File: config.mk
export PLATFORM = sky130hd
export DESIGN_NAME = fifo_word_serializer_flat
export DESIGN_NICKNAME = d
export VERILOG_FILES = /design/src/rtl/fifo_word_serializer_if.sv /design/src/rtl/fifo_word_serializer.sv /design/src/flat_wrapper.sv
export SDC_FILE = /design/constraint.sdc
export NUM_CORES = 1
export LEC_CHECK = 0
export CAP_MARGIN = 0
export CORE_ASPECT_RATIO = 0.8
export CORE_MARGIN = 10
export CORE_UTILIZATION = 28
export CTS_CLUSTER_DIAMETER = 80
export CTS_CLUSTER_SIZE = 24
export DETAILED_ROUTE_END_ITERATION = 8
export GPL_ROUTABILITY_DRIVEN = 0
export PLACE_DENSITY = 0.5
export SYNTH_ARGS = -nofsm -noshare
export SYNTH_HDL_FRONTEND = slang
export SYNTH_SLANG_ARGS = --single-unit
File: constraint.sdc
create_clock -name CLK -period 2.5 [get_ports CLK]
set_clock_uncertainty 0.05 [all_clocks]
set_input_delay 0.25 -clock CLK [delete_from_list [all_inputs] [get_ports CLK]]
set_output_delay 0.25 -clock CLK [all_outputs]
set_load 0.01 [all_outputs]
File: src/rtl/fifo_word_serializer_if.sv
// Bundle between the show-ahead FIFO read side, the serializer and the bit-serial link.
// master = serializer side, slave = FIFO/link side.
interface fifo_word_serializer_if #(
  parameter int unsigned WL     = 4,
  parameter int unsigned CNT_WL = 8
);
  logic              EN;
  logic              EMPTY;
  logic [WL-1:0]     head;
  logic              POP;
  logic              TX_VLD;
  logic              TX_RDY;
  logic              TX_BIT;
  logic              TX_LAST;
  logic              BUSY;
  logic [CNT_WL-1:0] WORD_CNT;

  modport master (
    input  EN, EMPTY, head, TX_RDY,
    output POP, TX_VLD, TX_BIT, TX_LAST, BUSY, WORD_CNT
  );

  modport slave (
    output EN, EMPTY, head, TX_RDY,
    input  POP, TX_VLD, TX_BIT, TX_LAST, BUSY, WORD_CNT
  );
endinterface

File: src/rtl/fifo_word_serializer.sv
// Pops words from a show-ahead FIFO and shifts them out one bit per valid/ready beat.
// Refills on the last beat of a word so back-to-back words stream without a bubble.
module fifo_word_serializer #(
  parameter int unsigned WL        = 4,
  parameter int unsigned MSB_FIRST = 0,
  parameter int unsigned CNT_WL    = 8
) (
  input  logic                  CLK,
  input  logic                  RST_N,
  fifo_word_serializer_if.master bus
);
  localparam int unsigned CW = $clog2(WL);

  typedef enum logic {
    IDLE  = 1'b0,
    SHIFT = 1'b1
  } state_t;

  state_t            state_q, state_d;
  logic [WL-1:0]     shreg_q, shreg_d;
  logic [CW-1:0]     cnt_q, cnt_d;
  logic [CNT_WL-1:0] wcnt_q, wcnt_d;
  logic              pop_c;
  logic              beat_c;
  logic              last_c;
  logic              fetch_ok_c;

  assign fetch_ok_c = bus.EN & ~bus.EMPTY;
  assign last_c     = (state_q == SHIFT) && (cnt_q == CW'(WL - 1));
  assign beat_c     = (state_q == SHIFT) & bus.TX_RDY;

  // Next-state, datapath and pop strobe.
  always_comb begin
    state_d = state_q;
    shreg_d = shreg_q;
    cnt_d   = cnt_q;
    wcnt_d  = wcnt_q;
    pop_c   = 1'b0;
    case (state_q)
      IDLE: begin
        if (fetch_ok_c) begin
          pop_c   = 1'b1;
          shreg_d = bus.head;
          cnt_d   = '0;
          state_d = SHIFT;
        end
      end
      SHIFT: begin
        if (beat_c) begin
          // Shifting on the final beat too leaves the register zeroed once idle.
          shreg_d = (MSB_FIRST != 0) ? {shreg_q[WL-2:0], 1'b0}
                                     : {1'b0, shreg_q[WL-1:1]};
          cnt_d   = cnt_q + CW'(1);
          if (last_c) begin
            wcnt_d = wcnt_q + CNT_WL'(1);
            if (fetch_ok_c) begin
              pop_c   = 1'b1;
              shreg_d = bus.head;
              cnt_d   = '0;
            end else begin
              state_d = IDLE;
            end
          end
        end
      end
      default: state_d = IDLE;
    endcase
  end

  always_ff @(posedge CLK or negedge RST_N) begin
    if (!RST_N) begin
      state_q <= IDLE;
      shreg_q <= '0;
      cnt_q   <= '0;
      wcnt_q  <= '0;
    end else begin
      state_q <= state_d;
      shreg_q <= shreg_d;
      cnt_q   <= cnt_d;
      wcnt_q  <= wcnt_d;
    end
  end

  assign bus.POP      = pop_c;
  assign bus.TX_VLD   = (state_q == SHIFT);
  assign bus.BUSY     = (state_q == SHIFT);
  assign bus.TX_BIT   = (MSB_FIRST != 0) ? shreg_q[WL-1] : shreg_q[0];
  assign bus.TX_LAST  = last_c;
  assign bus.WORD_CNT = wcnt_q;
endmodule

File: src/flat_wrapper.sv
// flat-port wrapper written by rule: the top's interface ports become plain ports
module fifo_word_serializer_flat 
#(
  parameter int unsigned WL        = 4,
  parameter int unsigned MSB_FIRST = 0,
  parameter int unsigned CNT_WL    = 8
)
  (CLK, RST_N, bus_EN, bus_EMPTY, bus_head, bus_TX_RDY, bus_POP, bus_TX_VLD, bus_TX_BIT, bus_TX_LAST, bus_BUSY, bus_WORD_CNT);
  fifo_word_serializer_if #(.WL(WL), .CNT_WL(CNT_WL)) bus_i ();
  input  logic CLK;
  input  logic RST_N;
  input wire logic [$bits(bus_i.EN)-1:0] bus_EN;
  input wire logic [$bits(bus_i.EMPTY)-1:0] bus_EMPTY;
  input wire logic [$bits(bus_i.head)-1:0] bus_head;
  input wire logic [$bits(bus_i.TX_RDY)-1:0] bus_TX_RDY;
  output wire logic [$bits(bus_i.POP)-1:0] bus_POP;
  output wire logic [$bits(bus_i.TX_VLD)-1:0] bus_TX_VLD;
  output wire logic [$bits(bus_i.TX_BIT)-1:0] bus_TX_BIT;
  output wire logic [$bits(bus_i.TX_LAST)-1:0] bus_TX_LAST;
  output wire logic [$bits(bus_i.BUSY)-1:0] bus_BUSY;
  output wire logic [$bits(bus_i.WORD_CNT)-1:0] bus_WORD_CNT;
  assign bus_i.EN = bus_EN;
  assign bus_i.EMPTY = bus_EMPTY;
  assign bus_i.head = bus_head;
  assign bus_i.TX_RDY = bus_TX_RDY;
  assign bus_POP = bus_i.POP;
  assign bus_TX_VLD = bus_i.TX_VLD;
  assign bus_TX_BIT = bus_i.TX_BIT;
  assign bus_TX_LAST = bus_i.TX_LAST;
  assign bus_BUSY = bus_i.BUSY;
  assign bus_WORD_CNT = bus_i.WORD_CNT;
  fifo_word_serializer #(.WL(WL), .MSB_FIRST(MSB_FIRST), .CNT_WL(CNT_WL)) u_core (.CLK(CLK), .RST_N(RST_N), .bus(bus_i));
endmodule
* Word level (Yosys, flattened, before mapping) *
Cells that the tools add are included.

cells by class
  $add $sub $neg = 2
  $mul = 0
  divide/modulo/power cells = 0
  magnitude comparators = 0
  eq/ne operators = 3
  shift-type cells = 0
  multiplexer cells = 17
  bitwise gates (word level) = 4
  reduce and logical (&&, ||, !) cells = 3

operators with widths
  kind                                            count
  2-to-1 mux 4 bit                                4
  adder 8 x 1 -> 8 bit (second input constant)    1
  2-to-1 mux 2 bit                                4
  one-hot mux 4 bit (2 select lines)              1
  2-to-1 mux 1 bit                                5
  one-hot mux 1 bit (2 select lines)              2
  one-hot mux 2 bit (2 select lines)              1
  AND reduction 3 bit                             1
  adder 2 x 1 -> 2 bit (second input constant)    1
  AND 1 bit                                       2
  == test 2 bit (second input constant)           1
  != test 2 x 1 -> 1 bit (second input constant)  1
  != test 2 bit (second input constant)           1
  NOT 1 bit                                       2
  AND reduction 2 bit                             1
  logical AND 1 bit                               1

word-level totals
  register bits = 15
  bits in latches = 0
  bits in writable memories = 0
  bits in read-only memories = 0
  input port bits = 9
  output and inout port bits = 13
  memories = 0

* Longest topological paths before layout *
  word-level depth = 6
  mapped depth = 4

* Worst setup path before layout *
OpenSTA, ideal clock, no wires.

  kind = reg2reg
  start = register u_core.cnt_q[0]
  end = register u_core.wcnt_q[1], in the netlist u_core.bus.WORD_CNT[1]
  library setup time = 125 ps
  arrival = 1,151 ps
  path slack = 1,175 ps
  cell stages (with the launch flop) = 4
  path buffers = 0
  path through = dfrtp_1 ha_1 nand3_1 mux2_2

between the ends
  cells in the longest elaborated chain, start to end = 3

RTL lines
  element                        line                        source
  start: declaration             fifo_word_serializer.sv:21  logic [CW-1:0] cnt_q, cnt_d;
  start signal: assignment       fifo_word_serializer.sv:79  cnt_q <= cnt_d;
  == test 2 bit                  fifo_word_serializer.sv:29  assign last_c = (state_q == SHIFT) && (cnt_q == CW'(WL - 1));
  logical AND 1 bit              fifo_word_serializer.sv:29
  AND reduction 3 bit (no line)  -
  end signal: assignment         fifo_word_serializer.sv:80  wcnt_q <= wcnt_d;
  end: declaration               fifo_word_serializer.sv:22  logic [CNT_WL-1:0] wcnt_q, wcnt_d;

No other way between the ends.
A chain may end at the register's enable or synchronous reset.

* Worst setup path in the final report *
  start = register u_core.cnt_q[0]
  end = output bus_POP

between the ends
  cells in the longest elaborated chain, start to end = 5

RTL lines
  element                             line                        source
  == test 2 bit                       fifo_word_serializer.sv:29
  logical AND 1 bit                   fifo_word_serializer.sv:29
  2-to-1 mux 1 bit                    fifo_word_serializer.sv:54  if (last_c) begin
  2-to-1 mux 1 bit                    fifo_word_serializer.sv:49  if (beat_c) begin
  one-hot mux 1 bit (2 select lines)  fifo_word_serializer.sv:39  case (state_q)
  end: declaration                    flat_wrapper.sv:16          output wire logic [$bits(bus_i.POP)-1:0] bus_POP;

No other way between the ends.

==> out/results.md <==
| Metric | Value | Unit |
|---|---|---|
| Result of the run | completed | - |
| Crit path kind | reg -> out | - |
| Final Instance Count excl. Fillers | 128 | - |
| Post-synthesis instance total | 70 | - |
| Count of instances resized after the clock tree is built | 0 | - |
| R2R Path Start | u_core.bus.BUSY | - |
| Total nets after synthesis | 81 | - |
| Unique cell type count in the Yosys netlist | 27 | - |
| Area share of the leading cell type in the synthesized netlist | 49.8 | % |
| Final antenna-violating net count | 0 | - |
| Drt pass-1 iters | 2 | - |
| Die outline height | 66.4 | um |
| Post-CTS setup repair buffer count | 0 | - |
| Pin count of the biggest net entering global routing | 16 | - |
| Worst min-delay path category | in -> async | - |
| Maximum achievable frequency | 468 | MHz |
| Highest fanout seen on the critical path | 7 | - |
| Area of the mapped netlist | 753 | um2 |
| Via total after detailed routing | 584 | - |
| Leakage | 0.446 | nW |
| Starting density of the core | 30.1 | % |
| Worst-case reg-to-reg path depth | 3 | - |
| Element type at the critical path end | output pin | - |
| Number of buffers inserted by hold repair at cts | 0 | - |
| Share of synthesized cell area in full adder, half adder and majority cells | 3.32 | % |
| Ys Warns | 0 | - |
| Slowest stage cell, crit path | clkdlybuf4s50_1 | - |
| Horizontal extent of the die | 78.0 | um |
| Worst endpoint data arrival time | 1.83 | ns |
| Launch point of the worst path | u_core.cnt_q[0] | - |
| Layout Utilization | 40.6 | % |
| Setup-failing EPs final | 0 | - |
| Pwr/cell area | 914 | nW/um2 |
| Accumulated negative setup slack | 0 | ns |
| Synthesized-area fraction occupied by ao, oa, aoi and oai cells | 8.64 | % |
| Global route total overflow | 0 | - |
| Final-report max-slew violation count | 0 | - |
| Fin nets | 104 | - |
| Cell total after placement | 124 | - |
| First-pass GRT wire length | 2970 | um |
| Boundary pin count | 22 | - |
| Cell-by-cell trace of the critical path | ha_1 > nand2_1 > a21oi_1 > clkdlybuf4s50_1 | - |
| Capture point of the worst path | bus_POP | - |
| Period utilisation layout | 85.4 | % |
| Fraction of final layout cells sized beyond drive strength 1 | 10.9 | % |
| Unrepaired setup endpoints after global routing | no | - |
| Floorplan die area | 5180 | um2 |
| Mean instance size in the synthesized netlist | 10.8 | um2 |
| Synthesis-to-layout area growth | 34.7 | % |
| Num Clock Sinks | 15 | - |
| HPWL after detailed placement | 1360 | um |
| Required time at the endpoint of the critical path | 2.20 | ns |
| DR vias/cell | 4.56 | - |
| Max-Slew Margin vs Limit | 54.5 | % |
| Antenna violations before repair | 0 | - |
| Total Routed Length | 1750 | um |
| Proportion of synthesized chip area in sequential cells | 49.8 | % |
| Dominant combinational cell family by area after synthesis | simple AND/OR/NAND/NOR gates | - |
| Number of buffers created by CTS | 3 | - |
| Share of cell area taken by muxes after synthesis | 1.50 | % |
| Later-pin clock latency in the skew report | 0.28 | ns |
| Maximum clock insertion buffer count | 2 | - |
| TritonCTS clock tree | yes | - |
| First DRT Iteration DRCs | 31 | - |
| Total of buffers placed on input and output ports | 21 | - |
| Floorplan Core Area | 2500 | um2 |
| Number of cell rows | 16 | - |
| Post-CTS clock slew at the launch and capture registers of the worst setup and hold paths | 0.09 | ns |
| Endpoints failing hold | 0 | - |
| Library cell with the largest summed area after synthesis | dfrtp_1 | - |
| R2r setup slk | 0.98 | ns |
| Maximum ir drop on the vdd rail | 0.000469 | V |
| GRT Overall Usage | 7.21 | % |
| Synth Area in XOR/XNOR | 8.14 | % |
| Stages on the worst setup path | 4 | - |
| Register bit total from synthesis | 15 | - |
| Largest cells by area after synthesis | dfrtp_1 (50%), xor2_1 (5.8%), nand3_1 (4.0%) | - |
| Drc violations | 0 | - |
| Transition time at the pin with the least slew margin | 0.680 | ns |
| Reg-to-reg critical path endpoint | u_core.cnt_q[0] | - |
| Area fraction in and, or, nand and nor cells after synthesis | 25.4 | % |
| WL/cell | 13.6 | um |
| Max-Cap Viols | 0 | - |
| Via count of the first global-routing pass | 605 | - |
| Startpoint types | register | - |
| Fillers | 258 | - |
| Stage delay of the slowest cell on the critical path | 0.57 | ns |
| Post-route minimum period | 2.13 | ns |
| Number of levels the H-tree was split into | 1 | - |
| Clock Tree Root | clkbuf_4 | - |
| Number of diodes | 0 | - |
| Crit path buffers/inverters | 1 | - |
| Kind of cell adding the most delay to the critical path | buffers and inverters | - |
[layout make-up]
| cell class | instances | area (um2) | share of cell area (%) |
|---|---|---|---|
| clock buffers | 4 | 26.3 | 2.59 |
| inverters | 1 | 3.75 | 0.370 |
| multi-input cells | 51 | 354 | 34.9 |
| flip-flops and latches | 15 | 375 | 37.0 |
| well taps | 36 | 45.0 | 4.44 |
| repair buffers | 21 | 210 | 20.7 |
[cell usage in the layout, fill, tap and decap left out, drive strengths merged, types with 2 or more instances in the layout]
cell type and instances:
xnor2 2, clkdlybuf4s50 21, dfrtp 15, xor2 5, nor2 3, o21ai 3
nand3 6, nor3 5, nand2 7, a31oi 3, ha 2, a22o 3
and2 2, clkbuf 4
[how the worst min path moves through the flow]
stage / start / end / slack [ns] / depth (start not counted)
final: RST_N / u_core.shreg_q[3] / 0.32 / 1
after global routing: RST_N / u_core.cnt_q[1] / 0.40 / 1
after CTS: RST_N / u_core.cnt_q[1] / 0.36 / 1
after detailed placement: u_core.bus.WORD_CNT[7] / u_core.bus.WORD_CNT[7] / 0.42 / 1
after global placement: u_core.bus.WORD_CNT[7] / u_core.bus.WORD_CNT[7] / 0.41 / 1
after floorplan: RST_N / u_core.bus.BUSY / -0.1 / 0
[kinds of logic after synthesis]
family,count (synthesis)
XOR/XNOR,7
flip-flops,15
AND/OR/NAND/NOR,31
buffers and inverters,4
multiplexers,1
adder cells (fa/ha/maj),2
AO/OA/AOI/OAI,10
[sequential cells by signal, indices dropped and copies added (netlist names)]
signal / count
u_core.bus.WORD_CNT: 8
u_core.shreg_q: 4
u_core.cnt_q: 2
u_core.bus.BUSY: 1
[through the flow]
stage	hold WS (ns)	worst slack [ns]	instance area [um2]	power, mW
floorplan	-0.0956	1.17	753	0.630
global placement	0.410	0.539	988	0.798
detailed placement	0.423	0.530	988	0.800
CTS	0.359	0.342	1010	0.941
global route	0.403	0.210	1010	1.01
finish	0.324	0.365	1010	0.927
[routing by layer]
metal,track usage (%),share of wire (%)
met1,8.70,49
met2,10.6,44
met3,3.40,4.6
met4,3.35,1.9
met5,0,0
[Yosys cell counts]
cell type	number
nand4_2	1
dfrtp_1	15
a21oi_1	1
nor3b_4	1
nand2_1	7
ha_1	2
xnor2_1	2
and2_1	1
mux2_2	1
a22o_1	3
nor3_1	4
o21ai_0	3
and2_2	1
nor3_2	1
xor2_1	5
buf_4	2
nor2_1	3
inv_1	1
and3b_2	1
nand3_1	6
or2_1	1
nor2b_1	1
nor4_2	1
nand2b_1	1
nand3b_1	1
a31oi_1	3
clkbuf_2	1
[report_power, final]
group | internal [mW] | switching [mW] | total, mW
Combinational | 0.213 | 0.168 | 0.381
Sequential | 0.320 | 0.0871 | 0.408
Clock | 0.0619 | 0.0771 | 0.139
Total | 0.595 | 0.332 | 0.927
Power figures use the tool's default switching activity.
